===== config.mk =====
export PLATFORM = sky130hd
export DESIGN_NAME = freq_meas_ctrl_flat
export DESIGN_NICKNAME = d
export VERILOG_FILES = /design/src/rtl/freq_meas_ctrl_if.sv /design/src/rtl/freq_meas_ctrl.sv /design/src/flat_wrapper.sv
export SDC_FILE = /design/constraint.sdc
export NUM_CORES = 1
export LEC_CHECK = 0
export ABC_AREA = 1
export CAP_MARGIN = 5
export CORE_ASPECT_RATIO = 1.5
export CORE_MARGIN = 4
export CORE_UTILIZATION = 33
export CTS_CLUSTER_DIAMETER = 50
export CTS_CLUSTER_SIZE = 8
export DETAILED_ROUTE_END_ITERATION = 16
export RECOVER_POWER = 100
export REMOVE_ABC_BUFFERS = 1
export SKIP_CTS_REPAIR_TIMING = 1
export SYNTH_ARGS = -nofsm -noshare
export SYNTH_HDL_FRONTEND = slang
export SYNTH_SLANG_ARGS = --single-unit

===== constraint.sdc =====
create_clock -name sysclk -period 3.83 [get_ports sysclk]
set_input_delay 0.5745 -clock sysclk [delete_from_list [all_inputs] [get_ports sysclk]]
set_output_delay 0.5745 -clock sysclk [all_outputs]
set_load 0.005 [all_outputs]

===== src/rtl/freq_meas_ctrl_if.sv =====
// Bundles the operator inputs, measured signal and readout outputs of freq_meas_ctrl.
// slave: the measurement sequencer. master: whoever drives switches/sigin and reads results.
interface freq_meas_ctrl_if #(
  parameter int unsigned CNT_W = 24
);
  logic [1:0]       sw_mode;
  logic             start;
  logic             cont;
  logic             sigin;
  logic [1:0]       testmode;
  logic             busy;
  logic             done;
  logic [CNT_W-1:0] freq;
  logic             overflow;

  modport master (
    output sw_mode, start, cont, sigin,
    input  testmode, busy, done, freq, overflow
  );

  modport slave (
    input  sw_mode, start, cont, sigin,
    output testmode, busy, done, freq, overflow
  );
endinterface


===== src/rtl/freq_meas_ctrl.sv =====
// Frequency-meter measurement sequencer: mode select, settle wait, fixed sysclk gate,
// synchronized edge count and result latch.
// Optional feature macro: AUTO_SCAN_EN (testmode steps 00..11 automatically, sw_mode ignored).
module freq_meas_ctrl #(
  parameter int unsigned CNT_W         = 24,
  parameter int unsigned GATE_CYCLES   = 100000000,
  parameter int unsigned SETTLE_CYCLES = 1024
) (
  input  logic            sysclk,
  input  logic            reset,
  freq_meas_ctrl_if.slave bus
);

  localparam int unsigned MAX_CYC = (GATE_CYCLES > SETTLE_CYCLES) ? GATE_CYCLES : SETTLE_CYCLES;
  localparam int unsigned TMR_W   = $clog2(MAX_CYC + 1);
  localparam logic [CNT_W-1:0] CNT_MAX = '1;

  typedef enum logic [1:0] {
    ST_IDLE   = 2'd0,
    ST_SETTLE = 2'd1,
    ST_GATE   = 2'd2,
    ST_LATCH  = 2'd3
  } state_e;

  state_e             state_q, state_d;
  logic [TMR_W-1:0]   tmr_q, tmr_d;
  logic [CNT_W-1:0]   cnt_q, cnt_d;
  logic               flag_q, flag_d;
  logic [1:0]         testmode_q, testmode_d;
  logic               busy_q, busy_d;
  logic               done_q, done_d;
  logic [CNT_W-1:0]   freq_q, freq_d;
  logic               overflow_q, overflow_d;
  logic [2:0]         sync_q, sync_d;
  logic               rise_c;
  logic [1:0]         mode_on_start_c;
  logic [1:0]         mode_on_cont_c;

  // Two synchronizer flops plus an edge-detect flop on the asynchronous input
  always_comb begin
    sync_d = {sync_q[1:0], bus.sigin};
    rise_c = sync_q[1] & ~sync_q[2];
  end

`ifdef AUTO_SCAN_EN
  logic scan_started_q, scan_started_d;

  // Remembers whether any run has started since reset, so the first run uses mode 00
  always_comb begin
    scan_started_d = scan_started_q | ((state_q == ST_IDLE) & bus.start);
  end

  // Scan-start flag register
  always_ff @(posedge sysclk) begin
    if (reset) scan_started_q <= 1'b0;
    else       scan_started_q <= scan_started_d;
  end

  // Auto scan: step the mode on every new run, wrapping 11 -> 00
  always_comb begin
    mode_on_start_c = scan_started_q ? 2'(testmode_q + 2'd1) : 2'b00;
    mode_on_cont_c  = 2'(testmode_q + 2'd1);
  end
`else
  // Manual mode: the operator switches pick the mode at every entry into SETTLE
  always_comb begin
    mode_on_start_c = bus.sw_mode;
    mode_on_cont_c  = bus.sw_mode;
  end
`endif

  // Next-state, timer, edge counter and result logic
  always_comb begin
    state_d    = state_q;
    tmr_d      = tmr_q;
    cnt_d      = cnt_q;
    flag_d     = flag_q;
    testmode_d = testmode_q;
    done_d     = 1'b0;
    freq_d     = freq_q;
    overflow_d = overflow_q;

    unique case (state_q)
      ST_IDLE: begin
        if (bus.start) begin
          testmode_d = mode_on_start_c;
          cnt_d      = '0;
          flag_d     = 1'b0;
          tmr_d      = TMR_W'(SETTLE_CYCLES);
          state_d    = ST_SETTLE;
        end
      end
      ST_SETTLE: begin
        if (tmr_q == TMR_W'(1)) begin
          tmr_d   = TMR_W'(GATE_CYCLES);
          cnt_d   = '0;
          flag_d  = 1'b0;
          state_d = ST_GATE;
        end else begin
          tmr_d = tmr_q - TMR_W'(1);
        end
      end
      ST_GATE: begin
        if (rise_c) begin
          if (cnt_q == CNT_MAX) flag_d = 1'b1;
          else                  cnt_d  = cnt_q + CNT_W'(1);
        end
        if (tmr_q == TMR_W'(1)) state_d = ST_LATCH;
        else                    tmr_d   = tmr_q - TMR_W'(1);
      end
      ST_LATCH: begin
        freq_d     = cnt_q;
        overflow_d = flag_q;
        done_d     = 1'b1;
        if (bus.cont) begin
          testmode_d = mode_on_cont_c;
          tmr_d      = TMR_W'(SETTLE_CYCLES);
          state_d    = ST_SETTLE;
        end else begin
          state_d = ST_IDLE;
        end
      end
      default: state_d = ST_IDLE;
    endcase

    busy_d = (state_d != ST_IDLE);
  end

  // State and datapath registers; synchronous reset discards any partial measurement
  always_ff @(posedge sysclk) begin
    if (reset) begin
      state_q    <= ST_IDLE;
      tmr_q      <= '0;
      cnt_q      <= '0;
      flag_q     <= 1'b0;
      testmode_q <= 2'b00;
      busy_q     <= 1'b0;
      done_q     <= 1'b0;
      freq_q     <= '0;
      overflow_q <= 1'b0;
      sync_q     <= '0;
    end else begin
      state_q    <= state_d;
      tmr_q      <= tmr_d;
      cnt_q      <= cnt_d;
      flag_q     <= flag_d;
      testmode_q <= testmode_d;
      busy_q     <= busy_d;
      done_q     <= done_d;
      freq_q     <= freq_d;
      overflow_q <= overflow_d;
      sync_q     <= sync_d;
    end
  end

  assign bus.testmode = testmode_q;
  assign bus.busy     = busy_q;
  assign bus.done     = done_q;
  assign bus.freq     = freq_q;
  assign bus.overflow = overflow_q;

endmodule


===== src/flat_wrapper.sv =====
// flat-port wrapper written by rule: the top's interface ports become plain ports
module freq_meas_ctrl_flat 
#(
  parameter int unsigned CNT_W         = 24,
  parameter int unsigned GATE_CYCLES   = 100000000,
  parameter int unsigned SETTLE_CYCLES = 1024
)
  (sysclk, reset, bus_sw_mode, bus_start, bus_cont, bus_sigin, bus_testmode, bus_busy, bus_done, bus_freq, bus_overflow);
  freq_meas_ctrl_if #(.CNT_W(CNT_W)) bus_i ();
  input  logic sysclk;
  input  logic reset;
  input wire logic [$bits(bus_i.sw_mode)-1:0] bus_sw_mode;
  input wire logic [$bits(bus_i.start)-1:0] bus_start;
  input wire logic [$bits(bus_i.cont)-1:0] bus_cont;
  input wire logic [$bits(bus_i.sigin)-1:0] bus_sigin;
  output wire logic [$bits(bus_i.testmode)-1:0] bus_testmode;
  output wire logic [$bits(bus_i.busy)-1:0] bus_busy;
  output wire logic [$bits(bus_i.done)-1:0] bus_done;
  output wire logic [$bits(bus_i.freq)-1:0] bus_freq;
  output wire logic [$bits(bus_i.overflow)-1:0] bus_overflow;
  assign bus_i.sw_mode = bus_sw_mode;
  assign bus_i.start = bus_start;
  assign bus_i.cont = bus_cont;
  assign bus_i.sigin = bus_sigin;
  assign bus_testmode = bus_i.testmode;
  assign bus_busy = bus_i.busy;
  assign bus_done = bus_i.done;
  assign bus_freq = bus_i.freq;
  assign bus_overflow = bus_i.overflow;
  freq_meas_ctrl #(.CNT_W(CNT_W), .GATE_CYCLES(GATE_CYCLES), .SETTLE_CYCLES(SETTLE_CYCLES)) u_core (.sysclk(sysclk), .reset(reset), .bus(bus_i));
endmodule

# [Yosys cells after proc, flatten, opt, wreduce, memory -nomap -nowiden]
# Cells that the tools add are included.
[op_classes] eq_ne=12 n_addsub=2 n_reduce_logical=8 n_mux=24 bitwise_logic=2
[ops] operator="27-bit two-way mux" count=4
[ops] operator="27-bit one-hot mux with 4 select lines" count=1
[ops] operator="24-bit two-way mux" count=4
[ops] operator="24-bit one-hot mux with 3 select lines" count=1
[ops] operator="27-bit by 1-bit == test with 1-bit output, second input constant" count=1
[ops] operator="27-bit by 1-bit subtractor with 27-bit output, second input constant" count=1
[ops] operator="24-bit by 1-bit adder with 24-bit output, second input constant" count=1
[ops] operator="24-bit == test, second input constant" count=1
[ops] operator="2-bit two-way mux" count=5
[ops] operator="5-bit AND reduction" count=2
[ops] operator="2-bit inequality test, second input constant" count=4
[ops] operator="2-bit one-hot mux with 4 select lines" count=1
[ops] operator="1-bit two-way mux" count=6
[ops] operator="2-bit by 1-bit inequality test with 1-bit output, second input constant" count=3
[ops] operator="3-bit AND reduction" count=2
[ops] operator="2-bit == test, second input constant" count=2
[ops] operator="2-bit one-hot mux with 2 select lines" count=1
[ops] operator="2-bit nonzero test" count=2
[ops] operator="1-bit one-hot mux with 3 select lines" count=1
[ops] operator="3-bit nonzero test" count=1
[ops] operator="2-bit by 1-bit == test with 1-bit output, second input constant" count=1
[ops] operator="2-bit zero test" count=1
[ops] operator="1-bit bitwise AND" count=1
[ops] operator="1-bit NOT" count=1
[totals] word_cells=58 output_inout_bits=29 in_bits=7 reg_bits=86

# [Logic depth before layout (Yosys ltp)]
[logic_depth] depth_word=4 depth_mapped=14 ltp_nobuf=13

# [Least setup slack after synthesis]
# Ideal clock, no wire load.
[synth_timing] kind="register to register" from="register u_core.state_q[0]" to="register u_core.cnt_q[10]" stages_incl_launch_ff=11 slack_ps=1999 synth_period_minus_slack_ps=1831 required_time_ps=3759 setup_ps=71 path_buffers=1 t_arrival_ps=1760 path_cell_list="dfxtp_1 > inv_1 > ha_1 > inv_2 > nor2_1 > nor2_1 > nand2_4 > nor2_8 > buf_8 > nand2_2 > a21oi_2"
[synth_via] elab_chain_len=3 elab_cells_between_ends=10 classes_between="eq/ne (6); mux (1); reduce/logical (3)"
[synth_rtl] element="from (decl)" line="freq_meas_ctrl.sv:25" text="state_e state_q, state_d;"
[synth_rtl] element="from (signal assigned)" line="freq_meas_ctrl.sv:143" text="state_q <= state_d;"
[synth_rtl] element="2-bit == test (tied with other cells)" line="freq_meas_ctrl.sv:83" text="unique case (state_q)"
[synth_rtl] element="2-bit inequality test (no source line) (tied with other cells)"
[synth_rtl] element="5-bit AND reduction (no source line)"
[synth_rtl] element="to (signal assigned)" line="freq_meas_ctrl.sv:145" text="cnt_q <= cnt_d;"
[synth_rtl] element="to (decl)" line="freq_meas_ctrl.sv:27" text="logic [CNT_W-1:0] cnt_q, cnt_d;"
# Several ways; a longest one is shown, not always the timed one.
# A chain may end at the register's enable or synchronous reset.

# [Worst setup path after layout]
[layout_timing] from="register u_core.state_q[0]" to="register u_core.tmr_q[17]"
[layout_via] elab_chain_len=3 elab_cells_between_ends=9 classes_between="eq/ne (6); mux (1); reduce/logical (2)"
[layout_rtl] element="2-bit == test or 2-bit zero test (tied branches)" line="freq_meas_ctrl.sv:83"
[layout_rtl] element="2-bit inequality test (no source line)"
[layout_rtl] element="3-bit AND reduction (no source line)"
[layout_rtl] element="to (signal assigned)" line="freq_meas_ctrl.sv:144" text="tmr_q <= tmr_d;"
[layout_rtl] element="to (decl)" line="freq_meas_ctrl.sv:26" text="logic [TMR_W-1:0] tmr_q, tmr_d;"
# Several ways; a longest one is shown, not always the timed one.

==> out/results.env <==
STATUS='complete, but fails checks'
VIOLATIONS_IN_THE_FINAL_REPORTS='capacitance limit, slew limit'
SYNTH.AREA.TOP_CELLS='sky130_fd_sc_hd__dfxtp_1, sky130_fd_sc_hd__nor2_1, sky130_fd_sc_hd__nand2_1'
DRTANTENNAVIOLNETS=0
SLEW_VIOL_FINAL=41
GRT_OVERFLOW_TOTAL=0
CTS-ROOT-BUF='sky130_fd_sc_hd__clkbuf_16'
FIN_WS_NS=0.9158
PLACEMENT_STAGE_WORST_SETUP_SLACK_NS=1.220
HTREE_LEVELS=3
SETUP_VIOLATIONS=0
LARGEST_VDD_SUPPLY_DROP_V=0.0002353
CRIT_CHAIN='ha_1 -> inv_1 -> nand2_1 -> nand2_1 -> nand2_1 -> inv_1 -> nand2_1 -> nand2_2 -> nor2_1'
TOTAL_LEAKAGE_POWER_nW=2.318
PLACED_CELL_AREA_MM2=0.005396
CAP_VIOL_MAX_COUNT=1
AREA_GROWTH_PCT=14.11
TOTAL_DIE_AREA_MM2=0.01703
DIE_HEIGHT_UM=157.8
SYNTH-WARNING-COUNT=0
MAX_FREQ_GHz=0.3431
WORST-SLEW-PIN-TRANSITION_NS=2.387
WL_UM=12540
START_UTIL_PCT=33.85
INSERTEDDIODECOUNT=0
CORE_AREA_MM2=0.01459
TOP_SIGNAL_LAYER_USED='met4'
GRT_ANTENNA_BEFORE_REPAIR=0
CRIT_PATH_MAX_INCR_DELAY_NS=0.63
CTS.SINKS=86
FIRST_PASS_GRT_WIRE_LENGTH_UM=21020
POSTLAYOUTCELLAREA_MM2=0.005637
YOSYS.AREA.TOP_TYPE_SHARE_PCT=34.85
GRT_UTIL_ALL_LAYERS_PCT=15.48
TIMING.FINAL.HOLD_VIOLATIONS=0
MAXIMUM_NUMBER_OF_PINS_ON_ONE_NET_BEFORE_GLOBAL_ROUTE_REPAIR=44
UNREPAIRED_SETUP_ENDPOINTS_AFTER_GLOBAL_ROUTING='no'
INSERTION_DELAY_NS=0.34
WHS_NS=0.4042
SYNTH_SEQ_CELLS=86
WORST_SLEW_MARGIN_REL_PCT=-59.10
POWER_DENSITY_mW_PER_MM2=428.3
FINALSETUPTNS_NS=0
POST_DRT_WL_PER_CELL_UM=12.79
HOLDCRITPATHCLASS='reg -> reg'
WORST_SETUP_PATH_START_KIND='register'
CLKTRANSATPATHREGS_NS=0.07
CRIT_PATH_TOP_DELAY_CELL='sky130_fd_sc_hd__inv_1'
INITIALDRTVIOLATIONCOUNT=154
SYNTH-SEQ-AREA-SHARE_PCT=34.85
WIRELENGTH_MET1_UM=5000
SYNTH_CELLS=756
DRC_ERRORS=0
MAX_FANOUT_ON_CRITICAL_PATH=22
STD_CELL_ROWS=54
ARRIVAL_WORST_ENDPOINT_NS=3.14
CTS_BUFFERS=9
SYNTHESIS.AREA_PER_INSTANCE_UM2=6.534
MIN_PERIOD_OVER_PERIOD_PCT=76.09
DRIVE_ABOVE_1_SHARE_PCT=8.929
SYNTHDOMINANTAREACELLTYPE='sky130_fd_sc_hd__dfxtp_1'
NUMBER_OF_SEARCH_AND_REPAIR_ITERATIONS_IN_THE_FIRST_DETAILED_ROUTING_PASS=5
FINAL.SETUP_SKEW_NS=0.01099
ROUTE.MET2.WL_UM=6931
DIEWIDTH_UM=107.9
AVGVIACOUNTPERCELL=4.638
FINAL_HPWL_DP_UM=9267
POST_SYNTH_NUM_CELL_TYPES=33
ROUTABILITYCONGESTION=0.9081
NUMBER_OF_GLOBAL_ROUTE_VIAS_BEFORE_REPAIR=4465
PIN_COUNT=36
REQUIRED_NS=4.06
CRIT_TYPE='reg -> reg'
TOTAL_NETS_FINAL=793
SUM_OF_MET3_WIRE_SEGMENT_LENGTHS_AFTER_DETAILED_ROUTING_UM=245
FINAL.MIN_CLOCK_PERIOD_NS=2.914
PLACE.PORT_BUFFERS=35
CTS_TREE='yes'
SYNTHESIS.AREA_MM2=0.004940
P_TOTAL_mW=2.414
CRITICAL_PATH.MOST_COMMON_CELL='sky130_fd_sc_hd__nand2_1'
CTS_BUFFER_DEPTH=2
END_KIND='register'
NUM_VIAS=4545
## routing by layer
metal / vias to the layer above / global-route usage [%]
li1: 2396 / -
met1: 2060 / 16.46
met2: 61 / 29.80
met3: 28 / 2.285
met4: 0 / 6.679
met5: - / 0
## cell usage after synthesis, drive strengths merged
cell type	n
o21ai	42
nor3	2
o21bai	1
nand4	12
xor2	14
dfxtp	86
buf	11
nand3b	2
clkbuf	15
nand2	209
nor2	209
xnor2	7
a21oi	45
nor3b	1
inv	64
ha	7
nand3	29
## cell families (layout without fill, tap and decap cells)
kind of cell | after synthesis | in the layout | share of synthesized area (%)
AO/OA/AOI/OAI | 88 | 88 | 10.41
XOR/XNOR | 21 | 21 | 3.723
adder cells (fa/ha/maj) | 7 | 7 | 1.773
buffers and inverters | 90 | 118 | 8.029
flip-flops | 86 | 86 | 34.85
AND/OR/NAND/NOR | 464 | 464 | 41.21
## cell type report
type / count / area (um2)
clock inverter: 7 / 78.83
tap: 196 / 245.2
sequential: 86 / 1722
timing repair buffer: 38 / 360.3
inverter: 64 / 240.2
fill: 1619 / 8957
clock buffer: 9 / 225.2
multi-input combinational: 580 / 2765
## final timing paths
path                     start  slack, ns                to  depth (start not counted)
max reg2reg  u_core.state_q[0]       0.92  u_core.tmr_q[17]                          9
min reg2reg   u_core.sync_q[0]       0.40  u_core.sync_q[1]                          2
min           u_core.sync_q[0]       0.40  u_core.sync_q[1]                          2
max          u_core.state_q[0]       0.92  u_core.tmr_q[17]                          9
## power breakdown
group	switching, mW	internal [mW]
combinational	0.370	0.181
clock	0.394	0.513
sequential	0.0319	0.925
total	0.796	1.62
## cell usage in the layout (no fill, tap or decap), drive strengths merged, types with 7 or more instances in the layout
master       instances
dlygate4sd3         29
nand2              209
inv                 67
a21oi               45
nand4               12
nor2               209
clkbuf              11
dfxtp               86
nand3               29
xor2                14
o21ai               42
xnor2                7
ha                   7
## critical path: cells and delay by family (launching register included)
family / cells / cell delay [ns]
buffers and inverters: 2 / 0.96
flip-flops: 1 / 0.35
adder cells (fa/ha/maj): 1 / 0.23
AND/OR/NAND/NOR: 6 / 1.24
## through the flow
| stage | instances | util [%] |
|---|---|---|
| 6_report | 980 | 38.62 |
| 5_1_grt | 980 | 38.62 |
| 4_1_cts | 980 | 39.06 |
| 3_5_place_dp | 964 | 36.98 |
| 3_3_place_gp | 964 | 36.98 |
| 2_1_floorplan | 730 | - |
## registers in the layout, indices dropped and copies added (netlist names)
name                 cells
u_core.tmr_q            27
u_core.bus.freq         24
u_core.cnt_q            24
u_core.sync_q            3
u_core.bus.testmode      2
u_core.state_q           2
u_core.bus.busy          1
u_core.bus.done          1
u_core.bus.overflow      1
u_core.flag_q            1
Note: power is estimated with default switching activity, not from simulation.
